`src/rtl/hex_letter_entry.sv`:
```
// hex_letter_entry: multi-slot letter entry for the seven-segment displays.
// KEY[0] = next letter, KEY[1] = previous letter, KEY[2] = cursor advance.
// All keys are active-low; each one is synchronised and debounced.
// Optional feature: define CURSOR_BLINK_EN to blink the digit under the cursor.
module hex_letter_entry #(
   parameter  int unsigned DIGITS          = 4,
   parameter  int unsigned DEBOUNCE_CYCLES = 500000,
   parameter  int unsigned BLINK_CYCLES    = 12500000,
   localparam int unsigned CW              = (DIGITS > 1) ? $clog2(DIGITS) : 1
) (
   input  logic                  CLOCK_50,
   input  logic                  RESET,
   input  logic [2:0]            KEY,
   output logic [7*DIGITS-1:0]   HEX,
   output logic [5*DIGITS-1:0]   CODES,
   output logic [CW-1:0]         CURSOR
);

   localparam int unsigned DBW = $clog2(DEBOUNCE_CYCLES);

   logic [2:0]                r_sync1;
   logic [2:0]                r_sync2;
   logic [2:0]                r_deb;      // 1 = pressed
   logic [2:0][DBW-1:0]       r_cnt;
   logic [2:0]                r_pulse;
   logic [DIGITS-1:0][4:0]    r_slot;
   logic [CW-1:0]             r_cur;
   logic                      w_inc;
   logic                      w_dec;
   logic                      w_blank;

   // Code 0 is blank; 1..25 run A..Z without K. Segment a lands in bit 0.
   function automatic logic [6:0] f_glyph(input logic [4:0] code);
      logic [0:6] s;  // written a..g, left to right
      logic [6:0] g;
      case (code)
         5'd1:    s = 7'b0001000;
         5'd2:    s = 7'b1100000;
         5'd3:    s = 7'b0110001;
         5'd4:    s = 7'b1000010;
         5'd5:    s = 7'b0110000;
         5'd6:    s = 7'b0111000;
         5'd7:    s = 7'b0100000;
         5'd8:    s = 7'b1001000;
         5'd9:    s = 7'b1001111;
         5'd10:   s = 7'b1000011;
         5'd11:   s = 7'b1110001;
         5'd12:   s = 7'b0101011;
         5'd13:   s = 7'b1101010;
         5'd14:   s = 7'b0000001;
         5'd15:   s = 7'b0011000;
         5'd16:   s = 7'b0001100;
         5'd17:   s = 7'b1111010;
         5'd18:   s = 7'b0100100;
         5'd19:   s = 7'b1110000;
         5'd20:   s = 7'b1000001;
         5'd21:   s = 7'b1100011;
         5'd22:   s = 7'b1010101;
         5'd23:   s = 7'b1001000;
         5'd24:   s = 7'b1000100;
         5'd25:   s = 7'b0010010;
         default: s = 7'b1111111;
      endcase
      for (int unsigned i = 0; i < 7; i++) g[i] = s[i];
      return g;
   endfunction

   function automatic logic [4:0] f_next(input logic [4:0] c);
      return (c >= 5'd25) ? 5'd1 : c + 5'd1;
   endfunction

   function automatic logic [4:0] f_prev(input logic [4:0] c);
      return (c <= 5'd1) ? 5'd25 : c - 5'd1;
   endfunction

   // Synchronise, debounce and emit a one-cycle pulse on each accepted press.
   always_ff @(posedge CLOCK_50) begin
      if (RESET) begin
         r_sync1 <= '1;
         r_sync2 <= '1;
         r_deb   <= '0;
         r_cnt   <= '0;
         r_pulse <= '0;
      end else begin
         r_sync1 <= KEY;
         r_sync2 <= r_sync1;
         r_pulse <= '0;
         for (int unsigned k = 0; k < 3; k++) begin
            if (~r_sync2[k] != r_deb[k]) begin
               if (r_cnt[k] == DBW'(DEBOUNCE_CYCLES - 1)) begin
                  r_deb[k]   <= ~r_sync2[k];
                  r_cnt[k]   <= '0;
                  r_pulse[k] <= ~r_sync2[k];
               end else begin
                  r_cnt[k] <= r_cnt[k] + DBW'(1);
               end
            end else begin
               r_cnt[k] <= '0;
            end
         end
      end
   end

   // Opposing letter pulses cancel; the cursor pulse is independent.
   always_comb begin
      w_inc = r_pulse[0] & ~r_pulse[1];
      w_dec = r_pulse[1] & ~r_pulse[0];
   end

   // Letter edit on the current slot, then cursor advance.
   always_ff @(posedge CLOCK_50) begin
      if (RESET) begin
         r_slot <= '0;
         r_cur  <= '0;
      end else begin
         if (w_inc)      r_slot[r_cur] <= f_next(r_slot[r_cur]);
         else if (w_dec) r_slot[r_cur] <= f_prev(r_slot[r_cur]);
         if (r_pulse[2])
            r_cur <= (r_cur == CW'(DIGITS - 1)) ? '0 : r_cur + CW'(1);
      end
   end

`ifdef CURSOR_BLINK_EN
   localparam int unsigned BW = (BLINK_CYCLES > 1) ? $clog2(BLINK_CYCLES) : 1;

   logic [BW-1:0] r_bcnt;
   logic          r_vis;
   logic          r_act1;
   logic          r_act2;

   // Blink phase timer; the action pulse is delayed to line up with the HEX update.
   always_ff @(posedge CLOCK_50) begin
      if (RESET) begin
         r_bcnt <= '0;
         r_vis  <= 1'b1;
         r_act1 <= 1'b0;
         r_act2 <= 1'b0;
      end else begin
         r_act1 <= |r_pulse;
         r_act2 <= r_act1;
         if (r_act2) begin
            r_bcnt <= '0;
            r_vis  <= 1'b1;
         end else if (r_bcnt == BW'(BLINK_CYCLES - 1)) begin
            r_bcnt <= '0;
            r_vis  <= ~r_vis;
         end else begin
            r_bcnt <= r_bcnt + BW'(1);
         end
      end
   end

   // Blank the cursor digit in the off phase, unless an action is landing now.
   always_comb begin
      w_blank = ~r_vis & ~r_act2;
   end
`else
   // No blinking: every digit is always shown.
   always_comb begin
      w_blank = 1'b0;
   end
`endif

   // Registered outputs: CODES/CURSOR from slot state, HEX one stage later.
   always_ff @(posedge CLOCK_50) begin
      if (RESET) begin
         CODES  <= '0;
         CURSOR <= '0;
         HEX    <= '1;
      end else begin
         CODES  <= r_slot;
         CURSOR <= r_cur;
         for (int unsigned d = 0; d < DIGITS; d++) begin
            if (w_blank && (CW'(d) == CURSOR)) HEX[7*d +: 7] <= '1;
            else                               HEX[7*d +: 7] <= f_glyph(CODES[5*d +: 5]);
         end
      end
   end

endmodule

```
`config.mk`:
```
export PLATFORM = sky130hd
export DESIGN_NAME = hex_letter_entry
export DESIGN_NICKNAME = d
export VERILOG_FILES = /design/src/rtl/hex_letter_entry.sv
export SDC_FILE = /design/constraint.sdc
export NUM_CORES = 1
export LEC_CHECK = 0
export ABC_AREA = 1
export CAP_MARGIN = 20
export CORE_UTILIZATION = 55
export CTS_CLUSTER_DIAMETER = 150
export DETAILED_ROUTE_END_ITERATION = 10
export PLACE_DENSITY = 0.78
export SETUP_SLACK_MARGIN = 0.02
export SYNTH_ARGS = -nofsm -noshare
export SYNTH_HDL_FRONTEND = slang
export SYNTH_SLANG_ARGS = --single-unit
```
`constraint.sdc`:
```
create_clock -name CLOCK_50 -period 1.9 [get_ports CLOCK_50]
set_input_delay 0.19 -clock CLOCK_50 [delete_from_list [all_inputs] [get_ports CLOCK_50]]
set_output_delay 0.19 -clock CLOCK_50 [all_outputs]
set_load 0.01 [all_outputs]
```
Yosys cells after proc, flatten, opt, wreduce, memory -nomap -nowiden
Memories as Yosys holds them, arrays and structs flattened. A register that Yosys moved wholly into a read port is not among the register bits.
Index checks and enable logic that the tools add are counted.
{ "word_totals": {"ff_bits": 113, "romBits": 896, "inputBits": 5, "memories": 4} }
{ "memory_table": {"columns": ["memory", "words", "word_bits", "rd", "rd_ports_with_merged_regs", "write_ports", "line", "rtl"], "rows": [
  ["(no name shown)", 32, 7, 1, 1, 0, "36", "case (code)"],
  ["(no name shown)", 32, 7, 1, 1, 0, "36", null],
  ["(no name shown)", 32, 7, 1, 1, 0, "36", null],
  ["(no name shown)", 32, 7, 1, 1, 0, "36", null]
]} }
{ "op_classes": {"add_sub_neg": 6, "n_lt_le_gt_ge": 4, "eq_ne": 7, "mux": 11, "n_bitwise": 13, "n_reduce_logical": 11} }
{ "op_table": {"columns": ["op", "count"], "rows": [
  ["$add 19x1->19 const B", 3],
  ["$eq 19x19->1 const B", 3],
  ["$bwmux 20", 2],
  ["$mux 20", 2],
  ["$mux 5", 4],
  ["$reduce_or 3->1", 6],
  ["$not 1->1", 11],
  ["$bmux 5 s2", 1],
  ["$demux 5 s2", 1],
  ["$reduce_and 2->1", 3],
  ["$add 5x1->5 const B", 1],
  ["$ge 5x5->1 const B", 1],
  ["$le 5x1->1 const B", 1],
  ["$sub 5x1->5 const B", 1],
  ["$lt 2x3->1 const B", 1],
  ["$ne 1x1->1", 3],
  ["$add 2x1->2 const B", 1],
  ["$and 1x1->1", 2],
  ["$eq 2x2->1 const B", 1],
  ["$ge 2x1->1 const B", 1],
  ["$mux 2", 1],
  ["$reduce_bool 2->1", 1],
  ["$logic_and 1x1->1", 1]
]} }

Logic depth before layout (Yosys ltp)
{ "depth": {"word_depth": 7, "mapped_depth": 15} }

Worst setup path after synthesis
No wires, ideal clock.
{ "synth_timing": {"kind": "flip-flop to flip-flop", "start": "register r_cur[0]", "end": "register r_slot[13] in the netlist's numbering", "arrival_ns": 1.626, "required_time_ns": 1.788, "setup_slack_ns": 0.162, "stages_incl_launch_ff": 16, "n_path_buf": 1, "path_cell_list": "dfxtp_1 -> inv_2 -> buf_6 -> nand2_1 -> nand3_1 -> nand2_2 -> inv_1 -> ha_1 -> inv_1 -> nand2_2 -> nand2_4 -> nand2_2 -> nor2_2 -> nor2_1 -> nand2_1 -> nand2_1"} }
{ "synth_via": {"elab_chain_len": 7} }
{ "synth_lines": {"columns": ["item", "line", "rtl"], "rows": [
  ["start, declared", "27", "logic [CW-1:0] r_cur;"],
  ["start signal, assigned", "119", "r_cur <= (r_cur == CW'(DIGITS - 1)) ? '0 : r_cur + CW'(1);"],
  ["$bmux 5 s2, or another cell as far along", "116, 117", null],
  ["$mux 5 (implied by the code) / $logic_and 1x1->1 (equally long branches)", "116, 117", null],
  ["$sub 5x1->5, or another cell as far along", "73", "return (c <= 5'd1) ? 5'd25 : c - 5'd1;"],
  ["$mux 5 / $demux 5 s2 (equally long branches)", "73, 116, 117", null],
  ["$bwmux 20", "117", "else if (w_dec) r_slot[r_cur] <= f_prev(r_slot[r_cur]);"],
  ["$mux 20", "117", null],
  ["$mux 20 (*)", "116", "if (w_inc) r_slot[r_cur] <= f_next(r_slot[r_cur]);"],
  ["end signal, assigned by index", "116", null],
  ["end signal, assigned by index", "117", null],
  ["end, declared", "26", "logic [DIGITS-1:0][4:0] r_slot;"]
]} }
Every way passes the cells marked *; elsewhere a longest branch is shown, timed or not. The select of a mux whose other input is x is not followed.
A chain may end at the register's enable or synchronous reset.

Worst setup path in the final report
{ "layout_timing": {"start": "register CODES[17]", "end": "output port CODES[17]"} }
{ "layout_lines": {"columns": ["item", "line", "rtl"], "rows": [
  ["start, declared", "15", "output logic [5*DIGITS-1:0] CODES,"],
  ["start signal, assigned", "171", "CODES <= r_slot;"]
]} }
No word-level cell between the ends.

==> results by group <==
Die
  – Die height: 116 microns
  – Num ports: 55
  – Die area: 13,500 sq um
  – Row count: 41
  – DIE WIDTH: between 100 and 150 microns
  – Starting Density: 0.565
  – Core Region: 12,700 sq um

Detailed routing
  – Routed wire length per instance: roughly 13 microns
  – DRT iter0 DRCs: 652
  – DR vias: 6,540
  – Router iterations before antenna repair: 7
  – Vias per inst: 5.19
  – Post-detailed-route count of antenna-violating nets: 0
  – Final wirelength: between 15,000 and 20,000 microns
  – # DRC: 0

Critical path
  – Delay-heaviest family, CP: buffers and inverters
  – Crit-path slowest cell: clkdlybuf4s50_1
  – Type of origin of the critical path: register
  – Worst path required time: roughly 1.7 ns
  – Reg2reg start: r_cur[0]
  – WP data arrival: around 1.6 ns
  – CP Buf/Inv Count: 1
  – CP endpoint kind: output port
  – Flop-to-flop setup slack: 0.14 ns
  – Crit-path max FO: 12
  – Largest stage delay, worst path: 0.61 ns
  – Worst reg2reg path depth: 11
  – Worst path cell trace: clkdlybuf4s50_1
  – CP Class: register to output port
  – Reg-to-reg endpoint: r_slot[7]

STA
  – Setup violations, final: 0
  – Worst clock skew: 0.00659 ns
  – Rel. slew slack: 0.706
  – Final slew viol count: 0
  – FMAX: 0.564 GHz
  – Period utilization: 0.933
  – RSZ-0062 raised after global routing: false
  – Final Hold Fails: 0
  – Tightest Pin Transition: around 0.44 ns
  – Final setup TNS: 0 ns
  – Min Tclk post-route: 1.77 ns

Hold path
  – Hold Crit Endpoint: r_deb[1]
  – Min-Delay Path Class: input pin to register
  – Hold Crit Start: RESET
  – WHS Path Cells: 3

Layout
  – Post-Layout Cell Count: 1,260
  – Most frequent cells in the layout: 224 x nand2_1, 138 x dfxtp_1, 123 x nor2_1
  – Final net count: 1,119
  – Fin util: 0.685
  – Synth-to-Final Area Change: 21.2%
  – Share of cells above drive strength 1: 0.115
  – Ant diodes: 0
  – Commonest non-fill, non-tap cell in the layout: nand2_1

CTS
  – Clk sinks: between 100 and 150
  – Clk buf depth: 2
  – CTS Hold Buffers Added: 0
  – Clock Pin Slew Worst Setup and Hold Paths: about 0.060 ns
  – Num CTS Buffers: 17
  – H-tree depth: 4
  – Clk_lat worst skew: 0.42 ns
  – CTS tree: built
  – Clock tree root buffer cell: clkbuf_16

Placed design
  – Placed insts: 1,226
  – Hpwl dp: between 10,000 and 15,000 microns
  – Port-buffer cells: 54
  – RePlAce Congestion: slightly above 0.9

Global route
  – Largest net degree at the start of global routing: 24
  – First-pass GRT wire length: 26,300 microns
  – Initial antenna violation count: 0
  – Vias in the first global route: 5,844
  – Grt ovf: 0
  – Total track usage: 0.247

Logic synthesis
  – Syn avg cell area: 7.15 sq um
  – Synth cell types: 44
  – Post-Synthesis Cells: 1,001
  – Syn. warnings: 0
  – Register bit count reported by yosys: 141
  – Post-synthesis sequential area ratio: 0.394
  – Cell area after synthesis: 7160 sq um
  – Syn nets: 1,045

Power and ir drop
  – Overall power: around 6500 uW
  – Max rail drop VDD: 0.000770 V
  – Static Leak: 0.00347 uW
  – PwrDens: around 750 nW/um^2

Flow run
  – Max Cap Viol: 0

Run status
  – Status: complete, no violations
[logic make-up (layout without fill, tap and decap cells)]
family / Yosys count / after routing / share of synthesized area
buffers and inverters: 148 / 235 / 0.0808
AOI/OAI and AO/OA: 128 / 128 / 0.101
adders and majority gates: 39 / 39 / 0.0682
and+or+nand+nor: 519 / 519 / 0.324
xor gates and xnor gates: 26 / 26 / 0.0318
DFF: 141 / 141 / 0.394
[worst max path at each step]
stage	start	end	slack, ns	depth (start not counted)
after floorplan	r_cur[0]	r_slot[13]	0.16	15
after global placement	r_cur[0]	r_slot[18]	0.18	13
after detailed placement	r_cur[0]	r_slot[14]	0.13	12
after CTS	CODES[8]	CODES[8]	0.04	1
after global routing	r_cur[1]	r_slot[1]	0.006	11
final	CODES[17]	CODES[17]	0.13	1
[area by class of cell]
class                   count  area, sq um
clock inverters            14          193
fillers                  1057         4000
flip-flops and latches    141         2830
inverters                 124          470
multi-input cells         712         3820
repair buffers             78          716
well taps                 172          215
repair inverters            1         7.51
clock buffers              18          429
[cell usage after synthesis, drive strengths merged]
master | instances | area, sq um
xor2 | 18 | 158
nand3 | 65 | 355
xnor2 | 8 | 70.1
o32ai | 2 | 17.5
o22ai | 1 | 6.26
a211oi | 1 | 7.51
a32o | 2 | 20.0
and3 | 1 | 6.26
or2 | 14 | 87.6
and2 | 1 | 6.26
clkbuf | 11 | 41.3
nor3 | 33 | 180
ha | 39 | 488
clkinv | 3 | 11.3
a211o | 2 | 17.5
dfxtp | 141 | 2820
o221ai | 2 | 17.5
nand3b | 4 | 30.0
o21a | 1 | 7.51
o311ai | 4 | 35.0
nor3b | 4 | 30.0
o211ai | 7 | 52.6
nand2 | 245 | 972
o21ai | 44 | 220
a21oi | 57 | 285
nand4 | 9 | 56.3
buf | 13 | 71.3
o31ai | 2 | 15.0
a31oi | 3 | 18.8
inv | 121 | 454
nor4 | 5 | 31.3
nor2 | 137 | 557
and3b | 1 | 8.76
[registers in the layout, summed over array words and instances (netlist names)]
register	cells
r_pulse	3
r_cnt	57
r_cur	2
CODES	20
r_slot	20
r_sync2	3
r_deb	3
HEX	28
CURSOR	2
r_sync1	3
[per-stage QoR]
step	cell area (sq um)	hold slack [ns]	setup WS, ns
2_1_floorplan	7160	0.294	0.162
3_3_place_gp	7970	0.391	0.184
3_5_place_dp	7970	0.394	0.134
4_1_cts	8590	0.209	0.0381
5_1_grt	8680	0.238	0.00564
6_report	8680	0.222	0.127
[timing repair]
| item | CTS | global route |
|---|---|---|
| gates resized for setup | 0 | 24 |
| setup endpoints to repair | 0 | 42 |
| buffers inserted | 0 | 1 |
[where the power goes]
group	leakage (uW)	internal (uW)	switching, uW	total, uW
clock network	0.000297	2200	1280	3480
logic	0.00204	23.0	41.8	64.9
registers	0.00114	2960	3.95	2970
total	0.00347	5180	1320	6510
[routing by layer]
metal / wire (microns) / global-route usage / vias to the layer above
met5: 0 / 0 / -
met4: 200 / 0.0897 / 0
met3: 866 / 0.0544 / 18
met2: 7460 / 0.402 / 221
met1: 7370 / 0.321 / 2947
li1: - / - / 3354
(Power assumes the default switching activity.)
